$ cat src/rtl/definitions_pkg.sv
// Shared image geometry and frame-sequencer types for the pixel front end.
package definitions_pkg;

  localparam int unsigned IMAGE_WIDTH   = 512;
  localparam int unsigned IMAGE_HEIGHT  = 512;
  localparam int unsigned NUM_LINE_BUFS = 4;
  localparam int unsigned WINDOW_LINES  = 3;

  typedef enum logic [2:0] {
    IDLE,
    PRIME,
    STREAM,
    DRAIN,
    DONE
  } feed_state_t;

endpackage

$ cat src/rtl/line_credit_tracker.sv
// Write/read line bookkeeping for the loader's line buffers; decides whether
// a new line may start without overwriting the buffer being read.
module line_credit_tracker
  import definitions_pkg::*;
#(
  parameter int unsigned IMG_W    = IMAGE_WIDTH,
  parameter int unsigned IMG_H    = IMAGE_HEIGHT,
  parameter int unsigned NUM_LBUF = NUM_LINE_BUFS,
  localparam int unsigned ColW    = $clog2(IMG_W),
  localparam int unsigned LineW   = $clog2(IMG_H) + 1
) (
  input  logic             clk,
  input  logic             clr,
  input  logic             wr_en,
  input  logic             rd_en,
  output logic [LineW-1:0] wr_lines,
  output logic [ColW-1:0]  rd_col,
  output logic [LineW-1:0] rd_lines,
  output logic             wr_wrap,
  output logic             rd_wrap,
  output logic             room
);

  logic [ColW-1:0]  wr_col_q, rd_col_q;
  logic [LineW-1:0] wr_lines_q, rd_lines_q;
  logic [LineW-1:0] occ;
  logic             line_open;

  assign wr_wrap   = wr_en && (wr_col_q == ColW'(IMG_W - 1));
  assign rd_wrap   = rd_en && (rd_col_q == ColW'(IMG_W - 1));
  assign line_open = (wr_col_q != '0);

  // A partially written line already owns a buffer.
  assign occ  = wr_lines_q - rd_lines_q + LineW'(line_open);
  assign room = line_open || (occ < LineW'(NUM_LBUF));

  always_ff @(posedge clk) begin
    if (clr) begin
      wr_col_q   <= '0;
      wr_lines_q <= '0;
      rd_col_q   <= '0;
      rd_lines_q <= '0;
    end else begin
      if (wr_en) wr_col_q <= wr_wrap ? '0 : wr_col_q + ColW'(1);
      if (wr_wrap) wr_lines_q <= wr_lines_q + LineW'(1);
      if (rd_en) rd_col_q <= rd_wrap ? '0 : rd_col_q + ColW'(1);
      if (rd_wrap) rd_lines_q <= rd_lines_q + LineW'(1);
    end
  end

  assign wr_lines = wr_lines_q;
  assign rd_col   = rd_col_q;
  assign rd_lines = rd_lines_q;

endmodule

$ cat src/rtl/pixel_feed_ctrl.sv
// Frame sequencer in front of pixel_loader: throttles upstream pixels, tags
// output windows with row/column and resets the loader between frames.
module pixel_feed_ctrl
  import definitions_pkg::*;
#(
  parameter int unsigned IMG_W     = IMAGE_WIDTH,
  parameter int unsigned IMG_H     = IMAGE_HEIGHT,
  parameter int unsigned NUM_LBUF  = NUM_LINE_BUFS,
  parameter int unsigned WIN_LINES = WINDOW_LINES
) (
  input  logic                     clk,
  input  logic                     rstN,
  input  logic                     start,
  input  logic                     abort,
  input  logic [7:0]               s_pixel,
  input  logic                     s_valid,
  output logic                     s_ready,
  output logic [7:0]               pl_pixel,
  output logic                     pl_valid,
  output logic                     pl_rstN,
  input  logic                     pl_out_valid,
  output logic [$clog2(IMG_H)-1:0] out_row,
  output logic [$clog2(IMG_W)-1:0] out_col,
  output logic                     busy,
  output logic                     frame_done,
  output logic                     err
);

  localparam int unsigned ColW  = $clog2(IMG_W);
  localparam int unsigned RowW  = $clog2(IMG_H);
  localparam int unsigned LineW = RowW + 1;
  localparam int unsigned Total = IMG_W * IMG_H;
  localparam int unsigned TotW  = $clog2(Total) + 1;

  feed_state_t      state_q, state_d;
  logic [TotW-1:0]  wr_pix_total_q;
  logic             err_q, loader_rst_n_q;
  logic [RowW-1:0]  row_hold_q;
  logic [ColW-1:0]  col_hold_q;
  logic [LineW-1:0] wr_lines, rd_lines;
  logic [ColW-1:0]  rd_col;
  logic             wr_wrap, rd_wrap, room, clr, rd_en, total_full;

  assign clr        = rstN || (state_q == DONE);
  assign total_full = (wr_pix_total_q == TotW'(Total));
  assign s_ready    = (state_q inside {PRIME, STREAM}) && !total_full && room;
  assign pl_valid   = s_valid && s_ready;
  assign pl_pixel   = s_pixel;
  assign rd_en      = pl_out_valid && (state_q inside {STREAM, DRAIN});

  line_credit_tracker #(
    .IMG_W   (IMG_W),
    .IMG_H   (IMG_H),
    .NUM_LBUF(NUM_LBUF)
  ) u_credit (
    .clk     (clk),
    .clr     (clr),
    .wr_en   (pl_valid),
    .rd_en   (rd_en),
    .wr_lines(wr_lines),
    .rd_col  (rd_col),
    .rd_lines(rd_lines),
    .wr_wrap (wr_wrap),
    .rd_wrap (rd_wrap),
    .room    (room)
  );

  // Transitions look at the completing beat so the state tracks the counters
  // without an extra cycle of lag.
  always_comb begin
    state_d = state_q;
    case (state_q)
      IDLE:   if (start) state_d = PRIME;
      PRIME:  if (wr_lines >= LineW'(WIN_LINES) ||
                  (wr_wrap && wr_lines == LineW'(WIN_LINES - 1))) state_d = STREAM;
      STREAM: if (total_full) state_d = DRAIN;
      DRAIN:  if (rd_lines >= LineW'(IMG_H - 2) ||
                  (rd_wrap && rd_lines == LineW'(IMG_H - 3))) state_d = DONE;
      DONE:   state_d = IDLE;
      default: state_d = IDLE;
    endcase
    if (abort && (state_q inside {PRIME, STREAM, DRAIN})) state_d = DONE;
  end

  always_ff @(posedge clk) begin
    if (rstN) begin
      state_q        <= IDLE;
      wr_pix_total_q <= '0;
      err_q          <= 1'b0;
      loader_rst_n_q <= 1'b0;
      row_hold_q     <= '0;
      col_hold_q     <= '0;
    end else begin
      state_q        <= state_d;
      loader_rst_n_q <= (state_d != DONE);
      if (state_q == DONE) wr_pix_total_q <= '0;
      else if (pl_valid) wr_pix_total_q <= wr_pix_total_q + TotW'(1);
      if ((pl_out_valid && (state_q inside {IDLE, PRIME})) ||
          (rd_wrap && rd_lines >= LineW'(IMG_H - 2))) err_q <= 1'b1;
      if (pl_out_valid) begin
        row_hold_q <= rd_lines[RowW-1:0];
        col_hold_q <= rd_col;
      end
    end
  end

  assign out_row    = pl_out_valid ? rd_lines[RowW-1:0] : row_hold_q;
  assign out_col    = pl_out_valid ? rd_col : col_hold_q;
  assign busy       = state_q inside {PRIME, STREAM, DRAIN};
  assign frame_done = (state_q == DONE);
  assign pl_rstN    = loader_rst_n_q;
  assign err        = err_q;

endmodule

$ cat config.mk
export PLATFORM = sky130hd
export DESIGN_NAME = pixel_feed_ctrl
export DESIGN_NICKNAME = d
export VERILOG_FILES = /design/src/rtl/definitions_pkg.sv /design/src/rtl/line_credit_tracker.sv /design/src/rtl/pixel_feed_ctrl.sv
export SDC_FILE = /design/constraint.sdc
export NUM_CORES = 1
export LEC_CHECK = 0
export ABC_AREA = 1
export ABC_CLOCK_PERIOD_IN_PS = 9200
export CORE_ASPECT_RATIO = 1.5
export CORE_MARGIN = 10
export CORE_UTILIZATION = 55
export CTS_CLUSTER_SIZE = 40
export DETAILED_ROUTE_END_ITERATION = 8
export HOLD_SLACK_MARGIN = 0.06
export PLACE_DENSITY = 0.84
export SLEW_MARGIN = 20
export SYNTH_ARGS = -nofsm -noshare
export SYNTH_HDL_FRONTEND = slang
export SYNTH_SLANG_ARGS = --single-unit
$ cat constraint.sdc
create_clock -name clk -period 9.2 [get_ports clk]
set_input_delay 1.84 -clock clk [delete_from_list [all_inputs] [get_ports clk]]
set_output_delay 1.84 -clock clk [all_outputs]
set_load 0.005 [all_outputs]
==> metrics.log, run 1 <==
INFO  metric crit_end_category = primary output
INFO  metric cellPowerDensity = 146 mW/mm^2
INFO  metric dp_hpwl = 7630 um
INFO  metric floorplan.io_pins = 46
INFO  metric synth.yosys.seq_area_share = 0.351
INFO  metric first_global_vias = 4194
INFO  metric drt_first_pass_iters = 8
INFO  metric cts_made_buffers = 9
INFO  metric lkg_pwr = 2.13 nW
INFO  metric postLayoutCellArea = 0.00518 mm^2
INFO  metric route.detailed.drc = 0
INFO  metric synth_largest_type_area_fraction = 0.351
INFO  metric postSynthCellCount = 658
INFO  metric worstSetupStartpointType = input port
INFO  metric syn-mean-instance-area = 6.94 um^2
INFO  metric layout-area-overhead-vs-synth = 13.4%
INFO  metric worst_skew_pair.late_latency = 0.35 ns
INFO  metric synth_xor_area_frac = 0.0326
INFO  metric gr_layer_usage_met2 = 0.299
INFO  metric post_route_cells_drive_above_1_share = 0.0586
INFO  metric endpoint_of_the_lowest_slack_register_to_register_path = wr_pix_total_q[14]
INFO  metric dominant_combinational_cell_family_by_area_after_synthesis = simple AND/OR/NAND/NOR gates
INFO  metric synthTopCellsByArea = sky130_fd_sc_hd__dfxtp_1 (35%), sky130_fd_sc_hd__nand2_1 (13%), sky130_fd_sc_hd__a21oi_1 (8.2%)
INFO  metric drv_cap = 0
INFO  metric critPathArrivalTime = 3.78 ns
INFO  metric finalWorstPathRequiredPeriod = 5.62 ns
INFO  metric cts_resized = 0
INFO  metric rr_startpoint = u_credit.rd_lines[2]
INFO  metric fin_crit_sh = 0.611
INFO  metric gpl.final_weighted_congestion = 0.871
INFO  metric core_area = 0.00806 mm^2
INFO  metric crit_end = out_col[3]
INFO  metric post_synthesis_sequential_element_count = 80
INFO  metric slew_headroom = 0.446
INFO  metric drtAntennaViolNets = 0
INFO  metric final_util = 0.642
INFO  metric holdCritPathClass = flip-flop to flip-flop
INFO  metric fillCellCount = 675
INFO  metric postCtsSetupRepairBufs = 0
INFO  metric synth_mux_area_frac = 0
INFO  metric antenna-diode-count = 0
INFO  metric synth-adder-area-share = 0.0795
INFO  metric root_buffer = sky130_fd_sc_hd__clkbuf_16
INFO  metric synth-compound-area-share = 0.139
INFO  metric slew_violations = 0
INFO  metric cts.path.max_buffers = 2
INFO  metric fin_setup_tns = 0 ns
INFO  metric layoutNonFillerInstCount = 788
INFO  metric die_width = 94.4 um
INFO  metric placement.cell_area = 0.00488 mm^2
INFO  metric grt_busiest_layer = met2
INFO  metric crit_path_max_fanout = 20
INFO  metric global_routing_met1_resource_utilization = 0.175
INFO  metric start_util = 0.567
INFO  metric final.hold.worst_slack = 0.468 ns
INFO  metric synth-edff-count = 0
INFO  metric synth_area = 0.00457 mm^2
INFO  metric setup-violations-final = 0
INFO  metric tritoncts_sinks = 80
INFO  metric max_freq = 178 MHz
INFO  metric syn-num-nets = 701
INFO  metric smallest_setup_slack_after_layout = 3.58 ns
INFO  metric finalPower = 0.755 mW
INFO  metric synth.yosys.warnings = 0
INFO  metric worst-r2r-cell-count = 18
INFO  metric path_cells = clkdlybuf4s50_1 > inv_2 > nand2_1 > nand2_1 > clkdlybuf4s50_1
INFO  metric full_die_area = 0.0124 mm^2
INFO  metric drt_first_iter_violations = 246
INFO  metric io_buffer_count = 29
INFO  metric critical_path.startpoint = pl_out_valid
INFO  metric route.vias.total = 4336
INFO  metric start_to_end_type_of_the_worst_setup_path = input port to primary output
INFO  metric track_usage = 0.170
INFO  metric netlist-cell-type-count = 38
INFO  metric h-tree-depth = 3
INFO  metric cts_tree = built
INFO  metric place_ws = 3.58 ns
INFO  metric tightestPinTransition = 0.828 ns
INFO  metric grt_pass1_wl = 17700 um
INFO  metric worst_path_max_delay_cell = sky130_fd_sc_hd__clkdlybuf4s50_1
INFO  metric asyncSetResetFlopFracSynth = 0
INFO  metric grt_antenna_before_repair = 0
INFO  metric yosys.area_share.simple = 0.307
INFO  metric setup_repair_after_global_routing_missed_its_margin = false
INFO  metric globalRouteOverflowTotal = 0
INFO  metric route.detailed.vias_per_inst = 5.50
INFO  metric yosys.area.top_type = sky130_fd_sc_hd__dfxtp_1
INFO  metric use_met3 = 0.0473
INFO  metric num_rows = 40
INFO  metric path_clk_slew = 0.05 ns
INFO  metric status = completed
INFO  metric finClkSkew = 0.00742 ns
INFO  metric route.final.wire_length = 10400 um
INFO  metric nNetsFinal = 721
INFO  metric crit_path_max_incr_delay = 0.77 ns
INFO  metric dominantRegCellSynth = sky130_fd_sc_hd__dfxtp_1
INFO  metric post_cts_hold_buffer_count = 0
INFO  metric finalHoldViolCount = 0
INFO  metric numPlacedInstances = 772
INFO  metric die_height = 132 um
INFO  metric reg2reg_slack = 5.94 ns
INFO  metric worst_ir_drop_vdd = 0.0000978 V
INFO  metric wire_per_inst = 13.2 um
INFO  metric grt_start_max_net_pins = 26
INFO  metric critPathRequiredTime = 7.36 ns
worst max-delay path, delay by kind of cell:
kind	cells	cell delay, ns
buf+inv	3	1.71
simple gates	2	0.23
Yosys cell counts (5+ instances only):
| cell type | count |
|---|---|
| sky130_fd_sc_hd__a21oi_1 | 75 |
| sky130_fd_sc_hd__nor4_1 | 5 |
| sky130_fd_sc_hd__nand4_1 | 10 |
| sky130_fd_sc_hd__buf_4 | 8 |
| sky130_fd_sc_hd__nand2_2 | 9 |
| sky130_fd_sc_hd__xnor2_1 | 5 |
| sky130_fd_sc_hd__nand3_1 | 29 |
| sky130_fd_sc_hd__clkbuf_1 | 7 |
| sky130_fd_sc_hd__inv_1 | 75 |
| sky130_fd_sc_hd__nor2_1 | 54 |
| sky130_fd_sc_hd__nand3b_1 | 6 |
| sky130_fd_sc_hd__ha_1 | 29 |
| sky130_fd_sc_hd__inv_2 | 5 |
| sky130_fd_sc_hd__nor3_1 | 31 |
| sky130_fd_sc_hd__dfxtp_1 | 80 |
| sky130_fd_sc_hd__nand2_1 | 160 |
| sky130_fd_sc_hd__o21ai_0 | 21 |
| sky130_fd_sc_hd__o21a_1 | 7 |
| sky130_fd_sc_hd__xor2_1 | 12 |
how the worst min path moves through the flow:
| stage | startpoint | end | slack [ns] | cells past startpoint |
|---|---|---|---|---|
| 2_1_floorplan | wr_pix_total_q[2] | wr_pix_total_q[2] | 0.43 | 1 |
| 3_3_place_gp | wr_pix_total_q[2] | wr_pix_total_q[2] | 0.45 | 1 |
| 3_5_place_dp | wr_pix_total_q[2] | wr_pix_total_q[2] | 0.46 | 1 |
| 4_1_cts | wr_pix_total_q[2] | wr_pix_total_q[2] | 0.47 | 1 |
| 5_1_grt | row_hold_q[1] | row_hold_q[1] | 0.49 | 2 |
| 6_report | row_hold_q[1] | row_hold_q[1] | 0.47 | 2 |
layout by cell type, fill, tap and decap left out, types with 3 or more instances in the layout:
master and n:
sky130_fd_sc_hd__nand2_2 9, sky130_fd_sc_hd__nor4_1 5, sky130_fd_sc_hd__inv_2 5, sky130_fd_sc_hd__nor2_1 54, sky130_fd_sc_hd__nor2_2 3, sky130_fd_sc_hd__nand2_1 160
sky130_fd_sc_hd__inv_6 3, sky130_fd_sc_hd__clkdlybuf4s50_1 29, sky130_fd_sc_hd__nor3_1 31, sky130_fd_sc_hd__nand4_1 10, sky130_fd_sc_hd__nand3b_1 6, sky130_fd_sc_hd__o21a_1 7
sky130_fd_sc_hd__xor2_1 12, sky130_fd_sc_hd__inv_1 75, sky130_fd_sc_hd__nand3_1 29, sky130_fd_sc_hd__dfxtp_1 80, sky130_fd_sc_hd__o21ai_0 21, sky130_fd_sc_hd__xnor2_1 5
sky130_fd_sc_hd__a21oi_1 75, sky130_fd_sc_hd__clkbuf_16 9, sky130_fd_sc_hd__a211oi_1 3, sky130_fd_sc_hd__ha_1 29
report_power, final:
part           switching, mW  internal (mW)  total (mW)  leakage (nW)
Clock                  0.149          0.212       0.361         0.151
Sequential           0.00266          0.349       0.352         0.645
Combinational         0.0274         0.0145      0.0419          1.34
Total                  0.179          0.576       0.755          2.13
metal layers:
metal	part of all wire	wire (um)
met5	0	0
met4	0.027	284
met3	0.061	632
met2	0.51	5350
met1	0.40	4140
cells by family after synthesis:
logic type / after synthesis
compound gates: 116
buf+inv: 101
fa+ha+maj: 29
xor+xnor: 17
flops: 80
simple gates: 315
state kept, by name, summed over array words and instances (netlist names):
signal	count
col_hold_q	9
row_hold_q	9
u_credit.wr_lines	10
err	1
state_q	3
wr_pix_total_q	19
u_credit.rd_col	9
u_credit.rd_lines	10
pl_rstN	1
u_credit.wr_col_q	9
layout make-up:
type | count | area [um^2] | area share
Multi-Input combinational cell | 477 | 2540 | 0.492
Sequential cell | 80 | 1600 | 0.309
Inverter | 80 | 300 | 0.0580
Timing Repair Buffer | 30 | 298 | 0.0575
Clock buffer | 9 | 225 | 0.0435
Tap cell | 105 | 131 | 0.0254
Clock inverter | 7 | 75.1 | 0.0145
(Power assumes the default switching activity.)
==> inputs of run 2 (changes only) <==
Settings changed: ABC_CLOCK_PERIOD_IN_PS 9200 to 4950, CORE_UTILIZATION 55 to 52.
Clock period 9.2 ns to 4.95 ns, I/O delays scaled along.
==> run 2 against run 1 <==
- first-iteration DRC count decreased by 4.9%
- sequential power increased by 86%
- critical path depth increased by 11
- die area increased by 4.7%
- critical path type is now flip-flop to primary output
- critical endpoint is now pl_valid
==> metrics.log, run 2 (synthesis gave the netlist of run 1 again) <==
INFO  metric core_area = 0.00852 mm^2
INFO  metric number_of_flip_flops_in_the_largest_register = 19
INFO  metric finalWorstPathRequiredPeriod = 4.50 ns
INFO  metric slew_violations = 0
INFO  metric start_util = 0.536
INFO  metric numPlacedInstances = 776
INFO  metric placement.cell_area = 0.00489 mm^2
INFO  metric path_clk_slew = 0.06 ns
INFO  metric cellPowerDensity = 271 mW/mm^2
INFO  metric cts_tree = built
INFO  metric grt_antenna_before_repair = 0
INFO  metric nNetsFinal = 723
INFO  metric holdCritPathClass = flip-flop to flip-flop
INFO  metric postCtsSetupRepairBufs = 0
INFO  metric drv_cap = 0
INFO  metric postLayoutCellArea = 0.00520 mm^2
INFO  metric critPathArrivalTime = 3.51 ns
INFO  metric globalRouteOverflowTotal = 0
INFO  metric smallest_setup_slack_after_layout = 0.451 ns
INFO  metric place_ws = 0.812 ns
INFO  metric cts_made_buffers = 9
INFO  metric dp_hpwl = 7930 um
INFO  metric final_util = 0.610
INFO  metric gpl.final_weighted_congestion = 0.891
INFO  metric drtAntennaViolNets = 0
INFO  metric setup_repair_after_global_routing_missed_its_margin = false
INFO  metric cts.path.max_buffers = 2
INFO  metric worst_ir_drop_vdd = 0.000221 V
INFO  metric drt_first_iter_violations = 234
INFO  metric root_buffer = sky130_fd_sc_hd__clkbuf_16
INFO  metric start_to_end_type_of_the_worst_setup_path = flip-flop to primary output
INFO  metric status = completed
INFO  metric fin_setup_tns = 0 ns
INFO  metric num_rows = 41
INFO  metric cts_resized = 0
INFO  metric wire_per_inst = 13.5 um
INFO  metric route.final.wire_length = 10700 um
INFO  metric lkg_pwr = 2.14 nW
INFO  metric full_die_area = 0.0130 mm^2
INFO  metric h-tree-depth = 3
INFO  metric finClkSkew = 0.00870 ns
INFO  metric critPathRequiredTime = 3.96 ns
INFO  metric die_width = 96.5 um
INFO  metric worst_skew_pair.late_latency = 0.34 ns
INFO  metric post_cts_hold_buffer_count = 0
INFO  metric fillCellCount = 716
INFO  metric crit_path_max_fanout = 22
INFO  metric setup-violations-final = 0
INFO  metric layout-area-overhead-vs-synth = 13.9%
INFO  metric crit_end_category = primary output
INFO  metric drt_first_pass_iters = 4
INFO  metric die_height = 135 um
INFO  metric slew_headroom = 0.417
INFO  metric finalHoldViolCount = 0
INFO  metric layout_common_cells = sky130_fd_sc_hd__nand2_1 (160), sky130_fd_sc_hd__dfxtp_1 (80), sky130_fd_sc_hd__inv_1 (75), sky130_fd_sc_hd__a21oi_1 (75), sky130_fd_sc_hd__nor2_1 (54)
INFO  metric fin_crit_sh = 0.909
INFO  metric floorplan.io_pins = 46
INFO  metric grt_pass1_wl = 18000 um
INFO  metric max_freq = 222 MHz
INFO  metric post_route_cells_drive_above_1_share = 0.0613
INFO  metric io_buffer_count = 29
INFO  metric route.detailed.drc = 0
INFO  metric grt_start_max_net_pins = 27
INFO  metric first_global_vias = 4073
INFO  metric worstSetupStartpointType = flip-flop
INFO  metric track_usage = 0.167
INFO  metric layoutNonFillerInstCount = 792
INFO  metric layout_commonest_cell = sky130_fd_sc_hd__nand2_1
INFO  metric tritoncts_sinks = 80
INFO  metric route.detailed.vias_per_inst = 5.48
INFO  metric tightestPinTransition = 0.872 ns
INFO  metric antenna-diode-count = 0
INFO  metric largest_register = wr_pix_total_q
INFO  metric route.vias.total = 4341
## run 2: cell types whose count changed in the layout (fill, tap and decap cells not counted)
cell | before | now
sky130_fd_sc_hd__clkinv_2 | 2 | 1
sky130_fd_sc_hd__clkinv_4 | 1 | 2
sky130_fd_sc_hd__inv_6 | 3 | 1
sky130_fd_sc_hd__buf_4 | 1 | 3
sky130_fd_sc_hd__inv_8 | 0 | 1
sky130_fd_sc_hd__clkinvlp_4 | 0 | 1
## run 2: final timing paths
| path | slack, ns | cells past startpoint | start | end |
|---|---|---|---|---|
| hold reg to reg | 0.47 | 2 | row_hold_q[8] | row_hold_q[8] |
| setup / recovery | 0.45 | 16 | u_credit.rd_lines[2] | pl_valid |
| hold / removal | 0.47 | 2 | row_hold_q[8] | row_hold_q[8] |
| setup reg to reg | 1.78 | 20 | u_credit.rd_lines[2] | wr_pix_total_q[5] |
## run 2: per-layer routing
layer  GRT usage  share of wire
met1       0.171           0.39
met2       0.308           0.54
met3      0.0339          0.049
met4      0.0746          0.024
met5           0              0
## run 2: final cells by class
class | count | area, um^2 | share of cell area
Tap cell | 107 | 134 | 0.0258
Inverter | 80 | 300 | 0.0578
Clock buffer | 9 | 225 | 0.0433
Timing Repair Buffer | 32 | 313 | 0.0602
Clock inverter | 7 | 80.1 | 0.0154
Sequential cell | 80 | 1600 | 0.308
Multi-Input combinational cell | 477 | 2540 | 0.490
## run 2: critical path: stages, from the launching register on
cell and delay (ns):
sky130_fd_sc_hd__dfxtp_1 0.38, sky130_fd_sc_hd__inv_1 0.09, sky130_fd_sc_hd__ha_1 0.29, sky130_fd_sc_hd__ha_1 0.37, sky130_fd_sc_hd__a21oi_2 0.21, sky130_fd_sc_hd__nor2_1 0.06
sky130_fd_sc_hd__nor2_1 0.17, sky130_fd_sc_hd__nand2_1 0.10, sky130_fd_sc_hd__nand2_1 0.08, sky130_fd_sc_hd__nand2_1 0.05, sky130_fd_sc_hd__nand2_1 0.05, sky130_fd_sc_hd__nand2_1 0.05
sky130_fd_sc_hd__nor2_2 0.10, sky130_fd_sc_hd__nand4_2 0.14, sky130_fd_sc_hd__nand2_2 0.12, sky130_fd_sc_hd__and3_4 0.35, sky130_fd_sc_hd__clkdlybuf4s50_1 0.56
## run 2: where the power goes
part	total (mW)	internal, mW	leakage, nW	switching [mW]
Sequential	0.654	0.649	0.645	0.00475
Clock	0.674	0.396	0.148	0.277
Combinational	0.0797	0.0281	1.34	0.0516
## run 2: through the flow
| stage | hold slack (ns) | total power [mW] |
|---|---|---|
| floorplan | 0.434 | 0.725 |
| global placement | 0.456 | 0.745 |
| detailed placement | 0.462 | 0.747 |
| CTS | 0.472 | 1.42 |
| global route | 0.494 | 1.45 |
| finish | 0.472 | 1.41 |
==> inputs of run 3 (changes only) <==
Settings changed: CELL_PAD_IN_SITES_DETAIL_PLACEMENT set to 1, CELL_PAD_IN_SITES_GLOBAL_PLACEMENT set to 2, CORE_MARGIN 10 to 3, CORE_UTILIZATION 52 to 29, PLACE_DENSITY 0.84 to 0.83, SLEW_MARGIN 20 to 0.
==> run 3 against run 2 <==
- first-iteration DRC count down 42%
- largest cell class unchanged
- highest routed layer unchanged
- via count down 0.78%
- combinational power grew 3.0%
==> metrics.log, run 3 (synthesis gave the netlist of run 1 again) <==
INFO  metric route.final.wire_length = 12000 um
INFO  metric cts.path.max_buffers = 2
INFO  metric numPlacedInstances = 869
INFO  metric post_cts_hold_buffer_count = 0
INFO  metric crit_path_max_fanout = 22
INFO  metric track_usage = 0.144
INFO  metric sequentialPowerShare = 0.445
INFO  metric die_width = 108 um
INFO  metric tritoncts_sinks = 80
INFO  metric finClkSkew = 0.0108 ns
INFO  metric layoutNonFillerInstCount = 885
INFO  metric full_die_area = 0.0173 mm^2
INFO  metric cts_tree = built
INFO  metric wire_per_inst = 13.6 um
INFO  metric dp_hpwl = 9560 um
INFO  metric drtAntennaViolNets = 0
INFO  metric start_to_end_type_of_the_worst_setup_path = flip-flop to primary output
INFO  metric num_rows = 55
INFO  metric drv_cap = 0
INFO  metric core_area = 0.0153 mm^2
INFO  metric route.detailed.vias_per_inst = 4.87
INFO  metric final_util = 0.350
INFO  metric antenna-diode-count = 0
INFO  metric fin_setup_tns = 0 ns
INFO  metric crit_end_category = primary output
INFO  metric cts_made_buffers = 9
INFO  metric status = completed
INFO  metric largest_register = wr_pix_total_q
INFO  metric intPower = 1.13 mW
INFO  metric critPathArrivalTime = 3.53 ns
INFO  metric post_route_cells_drive_above_1_share = 0.0627
INFO  metric lkg_pwr = 2.15 nW
INFO  metric first_global_vias = 4541
INFO  metric die_height = 160 um
INFO  metric route.detailed.drc = 0
INFO  metric postCtsSetupRepairBufs = 0
INFO  metric start_util = 0.299
INFO  metric grt_antenna_before_repair = 0
INFO  metric floorplan.io_pins = 46
INFO  metric io_buffer_count = 29
INFO  metric power.switching = 0.343 mW
INFO  metric drt_first_pass_iters = 4
INFO  metric cts_resized = 0
INFO  metric finalWorstPathRequiredPeriod = 4.52 ns
INFO  metric worst_ir_drop_vdd = 0.000161 V
INFO  metric worst_skew_pair.late_latency = 0.34 ns
INFO  metric route.vias.total = 4307
INFO  metric globalRouteOverflowTotal = 0
INFO  metric h-tree-depth = 3
INFO  metric place_ws = 0.735 ns
INFO  metric grt_start_max_net_pins = 27
INFO  metric grt_pass1_wl = 20400 um
INFO  metric layout_common_cells = sky130_fd_sc_hd__nand2_1 (160), sky130_fd_sc_hd__dfxtp_1 (80), sky130_fd_sc_hd__inv_1 (75), sky130_fd_sc_hd__a21oi_1 (75), sky130_fd_sc_hd__nor2_1 (54)
INFO  metric number_of_flip_flops_in_the_largest_register = 19
INFO  metric tightestPinTransition = 0.616 ns
INFO  metric slew_violations = 0
INFO  metric layout_commonest_cell = sky130_fd_sc_hd__nand2_1
INFO  metric path_clk_slew = 0.07 ns
INFO  metric finalHoldViolCount = 0
INFO  metric worstSetupStartpointType = flip-flop
INFO  metric max_freq = 221 MHz
INFO  metric slew_headroom = 0.585
INFO  metric fin_crit_sh = 0.914
INFO  metric holdCritPathClass = flip-flop to flip-flop
INFO  metric gpl.final_weighted_congestion = 0.834
INFO  metric setup_repair_after_global_routing_missed_its_margin = false
INFO  metric cellPowerDensity = 275 mW/mm^2
INFO  metric p_clk_frac = 0.499
INFO  metric combPwrFrac = 0.056
INFO  metric layout-area-overhead-vs-synth = 17.0%
INFO  metric smallest_setup_slack_after_layout = 0.427 ns
INFO  metric setup-violations-final = 0
INFO  metric critPathRequiredTime = 3.96 ns
INFO  metric power.share.switching = 0.233
INFO  metric root_buffer = sky130_fd_sc_hd__clkbuf_16
INFO  metric nNetsFinal = 724
INFO  metric drt_first_iter_violations = 135
run 3: changes by cell type in the layout (fill, tap and decap cells not counted):
| cell | before | now |
|---|---|---|
| sky130_fd_sc_hd__clkinv_4 | 2 | 0 |
| sky130_fd_sc_hd__buf_4 | 3 | 4 |
| sky130_fd_sc_hd__bufinv_16 | 1 | 2 |
| sky130_fd_sc_hd__inv_6 | 1 | 2 |
run 3: through the flow:
stage	instance area [um^2]	total power, mW	hold WS (ns)
after floorplan	4570	0.725	0.434
after global placement	5020	0.749	0.451
after detailed placement	5020	0.753	0.466
after CTS	5340	1.50	0.475
after global routing	5340	1.53	0.490
final	5340	1.47	0.471
run 3: metal layers:
metal	GRT usage	part of all wire	vias to the layer above	routed length, um
met3	0.0226	0.021	15	256
met2	0.279	0.55	47	6610
met4	0.0563	0.025	0	297
met5	0	0	-	0
met1	0.151	0.40	2050	4870
li1	-	-	2195	-
run 3: area by class of cell:
| cell class | count | area (um^2) |
|---|---|---|
| Multi-Input combinational cell | 477 | 2540 |
| Fill cell | 1950 | 9930 |
| Inverter | 80 | 300 |
| Clock inverter | 7 | 101 |
| Tap cell | 199 | 249 |
| Clock buffer | 9 | 225 |
| Sequential cell | 80 | 1600 |
| Timing Repair Buffer | 33 | 320 |
run 3: worst max-delay path: stages, from the launching register on:
cell	delay [ns]
sky130_fd_sc_hd__dfxtp_1	0.39
sky130_fd_sc_hd__inv_1	0.10
sky130_fd_sc_hd__ha_1	0.30
sky130_fd_sc_hd__ha_1	0.36
sky130_fd_sc_hd__a21oi_2	0.21
sky130_fd_sc_hd__nor2_1	0.06
sky130_fd_sc_hd__nor2_1	0.16
sky130_fd_sc_hd__nand2_1	0.10
sky130_fd_sc_hd__nand2_1	0.08
sky130_fd_sc_hd__nand2_1	0.05
sky130_fd_sc_hd__nand2_1	0.06
sky130_fd_sc_hd__nand2_1	0.06
sky130_fd_sc_hd__nor2_2	0.10
sky130_fd_sc_hd__nand4_2	0.13
sky130_fd_sc_hd__nand2_2	0.11
sky130_fd_sc_hd__and3_4	0.35
sky130_fd_sc_hd__clkdlybuf4s50_1	0.56
run 3: path summary, 6_finish.rpt:
kind	start	to	slack [ns]	cells past startpoint
setup reg to reg	u_credit.rd_lines[2]	wr_pix_total_q[2]	1.68	18
setup / recovery	u_credit.rd_lines[2]	pl_valid	0.43	16
hold reg to reg	row_hold_q[6]	row_hold_q[6]	0.47	2
hold / removal	row_hold_q[6]	row_hold_q[6]	0.47	2
run 3: power by group through the flow:
stage / clock network (mW) / registers (mW) / logic (mW)
3_5_place_dp: 0 / 0.669 / 0.0842
2_1_floorplan: 0 / 0.668 / 0.0577
4_1_cts: 0.757 / 0.654 / 0.0848
6_report: 0.733 / 0.654 / 0.0821
5_1_grt: 0.785 / 0.654 / 0.0932
3_3_place_gp: 0 / 0.668 / 0.0813
